## src/rtl/firc_out_pkg.sv

```systemverilog
// firc_out_pkg: shared sample type, drop-counter ceiling and pointer-width helper
package firc_out_pkg;
  typedef struct packed {
    logic signed [31:0] I;
    logic signed [31:0] Q;
  } OutSamp;
  localparam int DROP_MAX = 255;
  function automatic int ptr_w(input int depth);
    return (depth > 1) ? $clog2(depth) : 1;
  endfunction
endpackage

```

## src/rtl/firc_out_mem.sv

```systemverilog
// firc_out_mem: DEPTH x 64-bit register array, one write port, asynchronous read
module firc_out_mem
  import firc_out_pkg::*;
#(
  parameter int DEPTH = 8,
  parameter int AW    = 3
) (
  input  logic          clk,
  input  logic          i_we,
  input  logic [AW-1:0] i_waddr,
  input  OutSamp        i_wdata,
  input  logic [AW-1:0] i_raddr,
  output OutSamp        o_rdata
);
  OutSamp r_mem [DEPTH];
  always_ff @(posedge clk)
    if (i_we) r_mem[i_waddr] <= i_wdata;
  assign o_rdata = r_mem[i_raddr];
endmodule

```

## src/rtl/firc_out_stage.sv

```systemverilog
// firc_out_stage: FWFT output FIFO behind the complex FIR with throttle hint and drop logging
module firc_out_stage
  import firc_out_pkg::*;
#(
  parameter int DEPTH     = 8,
  parameter int AF_MARGIN = 2
) (
  input  logic                    clk,
  input  logic                    Reset_n,
  input  logic                    PushIn,
  input  logic [31:0]             FIIn,
  input  logic [31:0]             FQIn,
  output logic                    AlmostFull,
  output logic                    OutValid,
  input  logic                    OutReady,
  output logic [31:0]             OutI,
  output logic [31:0]             OutQ,
  output logic [$clog2(DEPTH):0]  Count,
  output logic                    Overflow,
  output logic [7:0]              DropCnt,
  input  logic                    ClrOverflow
);
  localparam int AW = ptr_w(DEPTH);
  localparam int CW = $clog2(DEPTH) + 1;
  logic [AW-1:0] r_wp, r_rp;
  logic [CW-1:0] r_cnt;
  logic          r_ovf;
  logic [7:0]    r_drop;
  logic          w_pop, w_full, w_push, w_drop, w_we;
  OutSamp        w_wr, w_rd;
  assign w_pop  = (r_cnt != '0) && OutReady;
  assign w_full = r_cnt == CW'(DEPTH);
  assign w_push = PushIn && (!w_full || w_pop);
  assign w_drop = PushIn && w_full && !w_pop;
  assign w_we   = w_push && Reset_n;
  assign w_wr   = {FIIn, FQIn};
  firc_out_mem #(.DEPTH(DEPTH), .AW(AW)) u_mem (
    .clk     (clk),
    .i_we    (w_we),
    .i_waddr (r_wp),
    .i_wdata (w_wr),
    .i_raddr (r_rp),
    .o_rdata (w_rd)
  );
  // DEPTH is a power of two, so pointers wrap by natural overflow
  always_ff @(posedge clk)
    if (!Reset_n) begin
      r_wp   <= '0;
      r_rp   <= '0;
      r_cnt  <= '0;
      r_ovf  <= 1'b0;
      r_drop <= '0;
    end else begin
      r_wp   <= w_push ? r_wp + 1'b1 : r_wp;
      r_rp   <= w_pop ? r_rp + 1'b1 : r_rp;
      r_cnt  <= r_cnt + CW'(w_push) - CW'(w_pop);
      r_ovf  <= ClrOverflow ? 1'b0 : (r_ovf || w_drop);
      r_drop <= ClrOverflow ? '0 :
                (w_drop && r_drop != 8'(DROP_MAX)) ? r_drop + 8'd1 : r_drop;
    end
  assign OutValid   = r_cnt != '0;
  assign OutI       = w_rd.I;
  assign OutQ       = w_rd.Q;
  assign Count      = r_cnt;
  assign AlmostFull = (DEPTH - int'(r_cnt)) <= AF_MARGIN;
  assign Overflow   = r_ovf;
  assign DropCnt    = r_drop;
endmodule

```

## config.mk

```make
export PLATFORM = sky130hd
export DESIGN_NAME = firc_out_stage
export DESIGN_NICKNAME = d
export VERILOG_FILES = /design/src/rtl/firc_out_pkg.sv /design/src/rtl/firc_out_mem.sv /design/src/rtl/firc_out_stage.sv
export SDC_FILE = /design/constraint.sdc
export NUM_CORES = 1
export LEC_CHECK = 0
export CAP_MARGIN = 20
export CELL_PAD_IN_SITES_DETAIL_PLACEMENT = 0
export CELL_PAD_IN_SITES_GLOBAL_PLACEMENT = 1
export CORE_ASPECT_RATIO = 1.25
export CORE_MARGIN = 10
export CORE_UTILIZATION = 56
export DETAILED_ROUTE_END_ITERATION = 16
export PLACE_DENSITY_LB_ADDON = 0.15
export RECOVER_POWER = 50
export SYNTH_ARGS = -nofsm -noshare
export SYNTH_HDL_FRONTEND = slang
export SYNTH_SLANG_ARGS = --single-unit
```

## constraint.sdc

```tcl
create_clock -name clk -period 15.7 [get_ports clk]
set_input_delay 2.355 -clock clk [delete_from_list [all_inputs] [get_ports clk]]
set_output_delay 2.355 -clock clk [all_outputs]
set_load 0.005 [all_outputs]
```

==> results.md <==
* Status: finished, violations left
* Failing checks: max-capacitance violations, max-slew violations
* Placement Rows at 77
* Crit Path Class: reg2out
* Clk root buf: clkbuf_16
* Initial drt markers at 671
* Initial antenna violation count at 8
* Clock Sinks at 534
* Fill count at 2289
* Synthesized area per cell at 23.30 µm²
* Num ports at 148
* Largest net degree at the start of global routing at 67
* Synth top area cells: edfxtp_1 (76%), mux4_2 (14%), mux2_2 (3.5%)
* Worst setup EP type: output port
* Via count at 9154
* CTS buffer count at 48
* Bufs on Longest Clock Path at 3
* Worst Max-Slew Pin Slew at 1.835 ns
* Die area at 44350 µm²
* WP data arrival at 3.97 ns
* GRT Total Usage at 0.1790
* Post-synth ARST share at 0
* Gp weighted congestion at 0.7066
* HP Start: Overflow
* Setup_tns at 0 ns
* Total wire length at 39090 µm
* DIE WIDTH at 190.4 µm
* Global route total overflow at 0
* Worst skew pair latency at 0.56 ns
* Area Growth Syn to Fin at 18.01%
* Vias in the first global route at 9776
* Max-cap violation count at 1
* Library cells used by synthesis at 39
* Final net count at 1131
* Post-synthesis mux area share at 0.1783
* Pins over their slew limit at 26
* First-pass GRT wire length at 60000 µm
* Register area share after synthesis at 0.7784
* Starting Density at 0.5700
* Dominant synthesized flop cell: edfxtp_1
* Leading area contributor after synthesis: edfxtp_1
* Adder-cell share of the synthesized area at 0.007760
* # Post-CTS Setup Buffers at 0
* RR Startpoint: Count[1]
* Flops & latches, synth at 534
* PostCTS Resize Cnt at 0
* RSZ-0062 raised after global routing: false
* Syn_nets at 953
* Hold slack at 0.4696 ns
* Port bufs at 147
* Syn Inst Count at 872
* Max VDD drop at 115.6 µV
* XOR/XNOR share of the synthesized area at 0.003449
* H-tree depth at 2
* Simple-gate share of the synthesized area at 0.01490
* Relative slew slack at -0.2235
* Worst Hold Path Cells at 2
* Period utilization at 0.4028
* Wire per inst at 25.03 µm
* Clock skew at 0.01717 ns
* Drt via density at 5.860
* Post-DP HPWL at 21230 µm
* Main combinational cell family by area after synthesis: multiplexers
* ANT nets after route at 0
* # setup viols final at 0
* Post-synthesis compound-gate area fraction at 0.007636
* CP Data Required Time at 13.35 ns
* P per Cell Area at 151.2 nW/µm²
* EDFF count, synth at 512
* CP Max Fanout at 43
* Ys Warns at 0
* CTS tree: yes
* Synth top area share at 0.7567
* Post-Syn Area at 20320 µm²
* HP Class: reg2reg
* R2R depth at 7
* Leak at 7.447 nW
* Hold-fix buffers, CTS at 0
* Drt drc at 0
* Fmax achieved at 158.1 MHz
* Die Y at 233.0 µm
* Fin. Hold Viols at 0
* TritonRoute pass-1 iters at 5
* Core area at 35650 µm²
* Post-route minimum period at 6.323 ns
* Crit path launch type: flip-flop
* CTS clk-pin slew, worst paths at 0.06 ns
* Layout cells sized above 1 at 0.2627
## logic make-up after synthesis
family	Yosys count
AND/OR/NAND/NOR	53
AO/OA/AOI/OAI	25
flip-flops	534
adder cells (fa/ha/maj)	12
multiplexers	194
buffers and inverters	46
XOR/XNOR	8
## final timing paths
path | to | slack (ns)
worst max register to register | u_mem.r_mem[6][59] | 11.64
worst min register to register | Overflow | 0.47
worst min-delay path | Overflow | 0.47
worst max-delay path | OutQ[23] | 9.38
## critical path, cell delays in order, from the launching register on
cell,delay [ns]
dfxtp_4,0.60
buf_4,0.75
buf_4,0.61
mux4_2,0.57
mux2_2,0.33
clkdlybuf4s50_1,0.47
## registers in the layout, indices dropped and copies added, names as in the netlist, named ones only
| name | count |
|---|---|
| r_wp | 3 |
| r_rp | 3 |
| u_mem.r_mem | 512 |
| Overflow | 1 |
| DropCnt | 8 |
| Count | 4 |
## layout make-up
cell class,instances,area [µm²],area share
Tap cell,474,593.1,0.02474
Clock buffer,57,1266,0.05281
Inverter,8,30.03,0.001252
Multi-Input combinational cell,292,4345,0.1812
Sequential cell,534,15830,0.6601
Antenna cell,3,7.507,0.0003131
Clock inverter,28,304.0,0.01268
Timing Repair Buffer,166,1603,0.06685
## cell usage in the layout, fill, tap and decap left out, types with 2 or more instances in the layout
master / n
edfxtp_1: 512
mux4_2: 128
dlygate4sd3_1: 77
clkdlybuf4s50_1: 70
mux2_2: 64
clkbuf_16: 49
dfxtp_1: 19
buf_4: 16
clkinv_1: 12
ha_1: 11
clkbuf_1: 10
inv_1: 8
a21oi_1: 8
clkinv_2: 8
nand2_1: 7
bufinv_16: 7
nor2b_1: 6
o21ai_0: 6
nand3_1: 5
and2_1: 5
xnor2_1: 5
nor3_2: 4
or3_1: 4
and2_0: 4
diode_2: 3
nand2b_1: 3
xor2_1: 3
nor2_1: 3
or4_1: 3
o31ai_1: 3
dfxtp_4: 3
o211ai_1: 2
nor2_4: 2
nand4_1: 2
mux2i_1: 2
o41ai_1: 2
## cell usage after synthesis (all sizes together) (2+ instances only)
library cell and n:
clkbuf 17, nor2b 6, nor3 4, o21ai 6, dfxtp 22, nand2 7
inv 8, nor2 5, xnor2 5, or4 3, mux4 128, or3 4
and2 9, a21oi 8, xor2 3, ha 11, o41ai 2, nor4 2
nand3 5, o211ai 2, buf 21, edfxtp 512, nand4 2, o31ai 3
nand2b 3, mux2 64, mux2i 2
## routing by layer
| metal | GRT usage | vias to the layer above | wire, µm |
|---|---|---|---|
| li1 | - | 4042 | - |
| met1 | 0.2418 | 4832 | 16500 |
| met2 | 0.2962 | 221 | 19840 |
| met3 | 0.03607 | 55 | 2129 |
| met4 | 0.04214 | 4 | 598 |
| met5 | 0 | - | 22 |
## stage by stage
step	area (µm²)	power, W	cells	setup slack (ns)	util
after floorplan	20320	0.002191	872	6.147	-
after global placement	22420	0.002510	1474	9.846	0.6290
after detailed placement	22420	0.002516	1474	9.806	0.6290
after CTS	23990	0.003683	1559	9.200	0.6730
after global routing	23970	0.003791	1559	9.011	0.6724
final	23980	0.003626	1562	9.377	0.6726
## power by group
part	internal, W	leakage (nW)	total, W	switching [W]
Sequential	0.00162	4.80	0.00167	0.0000504
Combinational	0.000477	1.87	0.000791	0.000314
Clock	0.000687	0.772	0.00117	0.000479
Note: power is estimated with default switching activity, not from simulation.
==> patch 1: new RTL, same flow settings <==
Change the package constant `DROP_MAX` from 255 to 191.
--- a/src/rtl/firc_out_pkg.sv
+++ b/src/rtl/firc_out_pkg.sv
@@ -4,7 +4,7 @@
     logic signed [31:0] I;
     logic signed [31:0] Q;
   } OutSamp;
-  localparam int DROP_MAX = 255;
+  localparam int DROP_MAX = 191;
   function automatic int ptr_w(input int depth);
     return (depth > 1) ? $clog2(depth) : 1;
   endfunction
Function: same outputs for any inputs over 4 cycles, from zero or initial values and one cycle with Reset_n low; that may be too few to reach the edited logic, so the function may still have changed.
==> patch 1 against the original RTL <==
- the run still ends with capacitance limit, slew limit left
- non-clock buffer count fell by 5
- area after synthesis rose by 0.30%
- clock power fell by 5%
- design area barely moved
- wire length fell by 1.3%
- hold slack improved by 0.011 ns
- sequential share of layout area rose by 0.066 points
- final cell count rose by 0.45%
- count of clock-buffer cells in the layout rose by 7
- setup slack got worse by 0.48 ns
- sequential cell count did not move
- power fell by 1.2%
- highest routed layer unchanged
==> patch 1: results (changes against the original RTL) <==
* Status: finished with violations
* Failing checks: capacitance limit, slew limit
* Ratio of cells with drive above 1 in the final layout at 0.259 (-0.00345)
* Vias in the first global route at 9851 (+0.77%)
* Hold slack at 0.481 ns (+0.0110 ns)
* # nets final at 1129 (-0.18%)
* Synth area leaders: edfxtp_1, mux4_2, mux2_2
* Drt initial violations at 557 (-17%)
* Period utilization at 0.433 (+0.0307)
* Sequential Power Share at 0.468 (+0.008)
* Largest net degree at the start of global routing at 71 (+6.0%)
* Clk pwr at 1.11 mW (-5%)
* Synthesized net count at 956 (+0.31%)
* Data arrival time of the worst path at 4.45 ns (+0.48 ns)
* First-pass GRT wire length at 59700 um (-0.47%)
* WL/cell at 24.6 um (-1.8%)
* Crit path max fanout at 42 (-2.3%)
* Initial antenna violation count at 10 (+2)
* Maxcap violations at 1 (unchanged)
* DR vias at 9193 (+0.43%)
* Inst Count DP at 1476 (+0.14%)
* Mapped Cells at 875 (+0.34%)
* P_leak at 7.47 nW (+0.26%)
* Hpwl dp at 20900 um (-1.6%)
* Capture point of the critical path: OutI[24]
* Critical R2R Capture: u_mem.r_mem[4][36]
* Worst path max stage delay at 0.79 ns (+0.04 ns)
* Post-synth top cells: edfxtp_1, mux4_2, mux2_2
* Relative slew slack at -0.402 (-0.179)
* Num CTS Buffers at 49 (+2.1%)
* RePlAce Congestion at 0.706 (-0.14%)
* Seq/Total Area, Yosys at 0.776 (-0.00229)
* Placement-stage cell area at 0.0224 mm2 (about the same)
* Flop-to-flop setup slack at 11.86 ns (+0.22 ns)
* Slew Limit Fails at 28 (+7.7%)
* VDD IR max at 0.108 mV (-6.4%)
* Number of distinct library cells after synthesis at 41 (+5.1%)
* Clk_skew at 0.0174 ns (+0.000273 ns)
[patch 1: worst max-delay path: cells and delay by family, from the launching register on]
family                 cells  cell delay (ns)
buffers and inverters      4             2.19
muxes                      2             0.93
DFF                        1             0.69
[patch 1: cell families (layout without fill, tap and decap cells)]
kind of cell,Yosys count,in the layout,share of synthesized area
DFF,534,534,0.776
muxes,194,194,0.178
and+or+nand+nor,56,56,0.0158
buffers and inverters,46,255,0.0114
AOI/OAI and AO/OA,25,25,0.00774
adders and majority gates,12,12,0.00774
xor gates and xnor gates,8,8,0.00344
other,0,5,0
[patch 1: area by class of cell]
class,instances,area (um2)
sequential,534,15800
fill,2324,12200
multi-input combinational,295,4380
timing repair buffer,161,1610
clock buffer,64,1300
tap,480,601
clock inverter,23,189
inverter,7,26.3
antenna,5,12.5
[patch 1: per-layer routing]
layer  GRT usage  vias to the layer above  routed length [um]
met1       0.233                     4896               16100
li1            -                     4027                   -
met4      0.0419                        8                 545
met5           0                        -                  51
met3      0.0422                       52                2170
met2       0.295                      210               19700
==> patch 2: new RTL, config.mk and constraints unchanged <==
Made on the original files. Register the output `Count` once more, cleared by the reset; this adds one clock of latency there. The other outputs are not delayed to match.
--- a/src/rtl/firc_out_stage.sv
+++ b/src/rtl/firc_out_stage.sv
@@ -61,7 +61,13 @@
   assign OutValid   = r_cnt != '0;
   assign OutI       = w_rd.I;
   assign OutQ       = w_rd.Q;
-  assign Count      = r_cnt;
+  always_ff @(posedge clk) begin
+      if (!Reset_n) begin
+          Count <= '0;
+      end else begin
+          Count <= r_cnt;
+      end
+  end
   assign AlmostFull = (DEPTH - int'(r_cnt)) <= AF_MARGIN;
   assign Overflow   = r_ovf;
   assign DropCnt    = r_drop;
Check against the original RTL: not equivalent (a bounded check fails within 4 cycles, from zero or initial values and one cycle with Reset_n low).
==> patch 2 against the original RTL <==
- setup slack better by 0.021 ns
- global-route usage shrank 0.069 points
- clock power is 3% lower
- area after synthesis rose by 0.55%
- sequential cell count rose by 4
- largest power group unchanged
- design area rose by 0.36%
- wire length up 0.18%
- power decreased by 0.78%
==> patch 2: results (changes against the original RTL) <==
* Hpwl dp at 21000 um (-1.1%)
* Drt pass-1 iters at 5 (unchanged)
* Post-synthesis mux area share at 0.177 (-0.000983)
* Reg2Reg Launch Point: r_cnt[2]
* Synth Area in Compound Gates at 0.00808 (+0.000448)
* Initial antenna violation count at 9 (+1)
* Vias in the first global route at 9939 (+1.7%)
* Post-synth EDFFs at 512 (unchanged)
* Count of warnings emitted by yosys at 0 (unchanged)
* P_leak at 7.48 nW (+0.44%)
* RePlAce Congestion at 0.694 (-1.8%)
* CTS H-tree lvls at 2 (unchanged)
* Clock Pin Slew Worst Setup and Hold Paths at 0.06 ns (about the same)
* Max Root-Sink Buffers at 3 (unchanged)
* Ratio of cells with drive above 1 in the final layout at 0.262 (-0.000811)
* WP data required at 13.35 ns (about the same)
* Clk_skew at 0.00847 ns (-0.00870 ns)
* Max reg flops at 512 (unchanged)
* WS Path Type: reg2out
* Crit path max fanout at 34 (-21%)
* Root Driver: clkbuf_16
* Num CTS Buffers at 50 (+4.2%)
* Largest Register: u_mem.r_mem
* Synth area leaders: edfxtp_1, mux4_2, mux2_2
* Overflow left after global routing at 0 (unchanged)
* First-pass GRT wire length at 60000 um (about the same)
* XOR/XNOR Fraction of Synth Area at 0.00300 (-0.000448)
* Seq/Total Area, Yosys at 0.778 (about the same)
* Worst hold-check path type: reg2reg
* Adder-cell share of the synthesized area at 0.00772 (-0.0000428)
* GRT Total Usage at 0.178 (-0.000691)
* Hold Path Origin: Overflow
* CTS-repair resized insts at 0 (unchanged)
* # nets final at 1142 (+0.97%)
* Relative slew slack at 0.0561 (+0.280)
* Drt initial violations at 526 (-22%)
* Placement-stage cell area at 0.0225 mm2 (+0.51%)
* WL final at 39200 um (+0.18%)
* Share of flip-flops with an asynchronous set or reset at 0 (unchanged)
* Number of distinct library cells after synthesis at 40 (+2.6%)
* Status: finished clean
* Port Buf Inserts at 147 (unchanged)
* Postcts setup bufs at 0 (unchanged)
* Fill count at 2381 (+4.0%)
* DR vias at 9293 (+1.5%)
* Worst skew pair latency at 0.56 ns (about the same)
* Largest net degree at the start of global routing at 66 (-1.5%)
* Synthesized net count at 963 (+1.0%)
* VDD IR max at 0.126 mV (+8.6%)
* Post-synth top cells: edfxtp_1, mux4_2, mux2_2
## patch 2: worst paths after layout
check	depth (start not counted)	slack, ns	to
min reg2reg	2	0.46	Overflow
max	5	9.40	OutI[28]
min	2	0.46	Overflow
max reg2reg	7	11.81	u_mem.r_mem[6][1]
## patch 2: cells by family after synthesis
family | Yosys count
xor+xnor | 7
compound gates | 27
buf+inv | 47
fa+ha+maj | 12
simple gates | 57
mux | 194
flops | 538
## patch 2: metal layers
metal	global-route usage	up-vias	share of wire
li1	-	4063	-
met1	0.233	4930	0.41
met2	0.298	223	0.52
met3	0.0389	69	0.055
met4	0.0473	8	0.017
met5	0	-	0.0014
## patch 2: cell type report
cell class,count,share of cell area
multi-input cells,297,0.182
inverters,8,0.00125
well taps,480,0.0250
diodes,2,0.000208
clock inverters,19,0.00572
repair buffers,166,0.0668
clock buffers,68,0.0583
flip-flops and latches,538,0.661
## patch 2: worst max-delay path, cell delays in order (launching register included)
cell             delay, ns
dfxtp_4               0.65
buf_4                 0.65
buf_4                 0.66
mux4_2                0.59
mux2_2                0.31
clkdlybuf4s50_1       0.47
## patch 2: stage by stage
stage	std cells	worst slack [ns]	hold WS (ns)	util	power, mW
after floorplan	882	6.15	0.460	-	2.21
after global placement	1489	9.85	0.454	0.622	2.52
after detailed placement	1489	9.80	0.459	0.622	2.52
after CTS	1576	9.21	0.475	0.665	3.66
after global routing	1577	9.04	0.485	0.664	3.77
final	1578	9.40	0.464	0.665	3.60
## patch 2: report_power, final
part	leakage [nW]	switching (mW)	internal (mW)
Sequential	4.84	0.0548	1.63
Clock	0.755	0.479	0.654
Combinational	1.89	0.306	0.473
Total	7.48	0.840	2.76
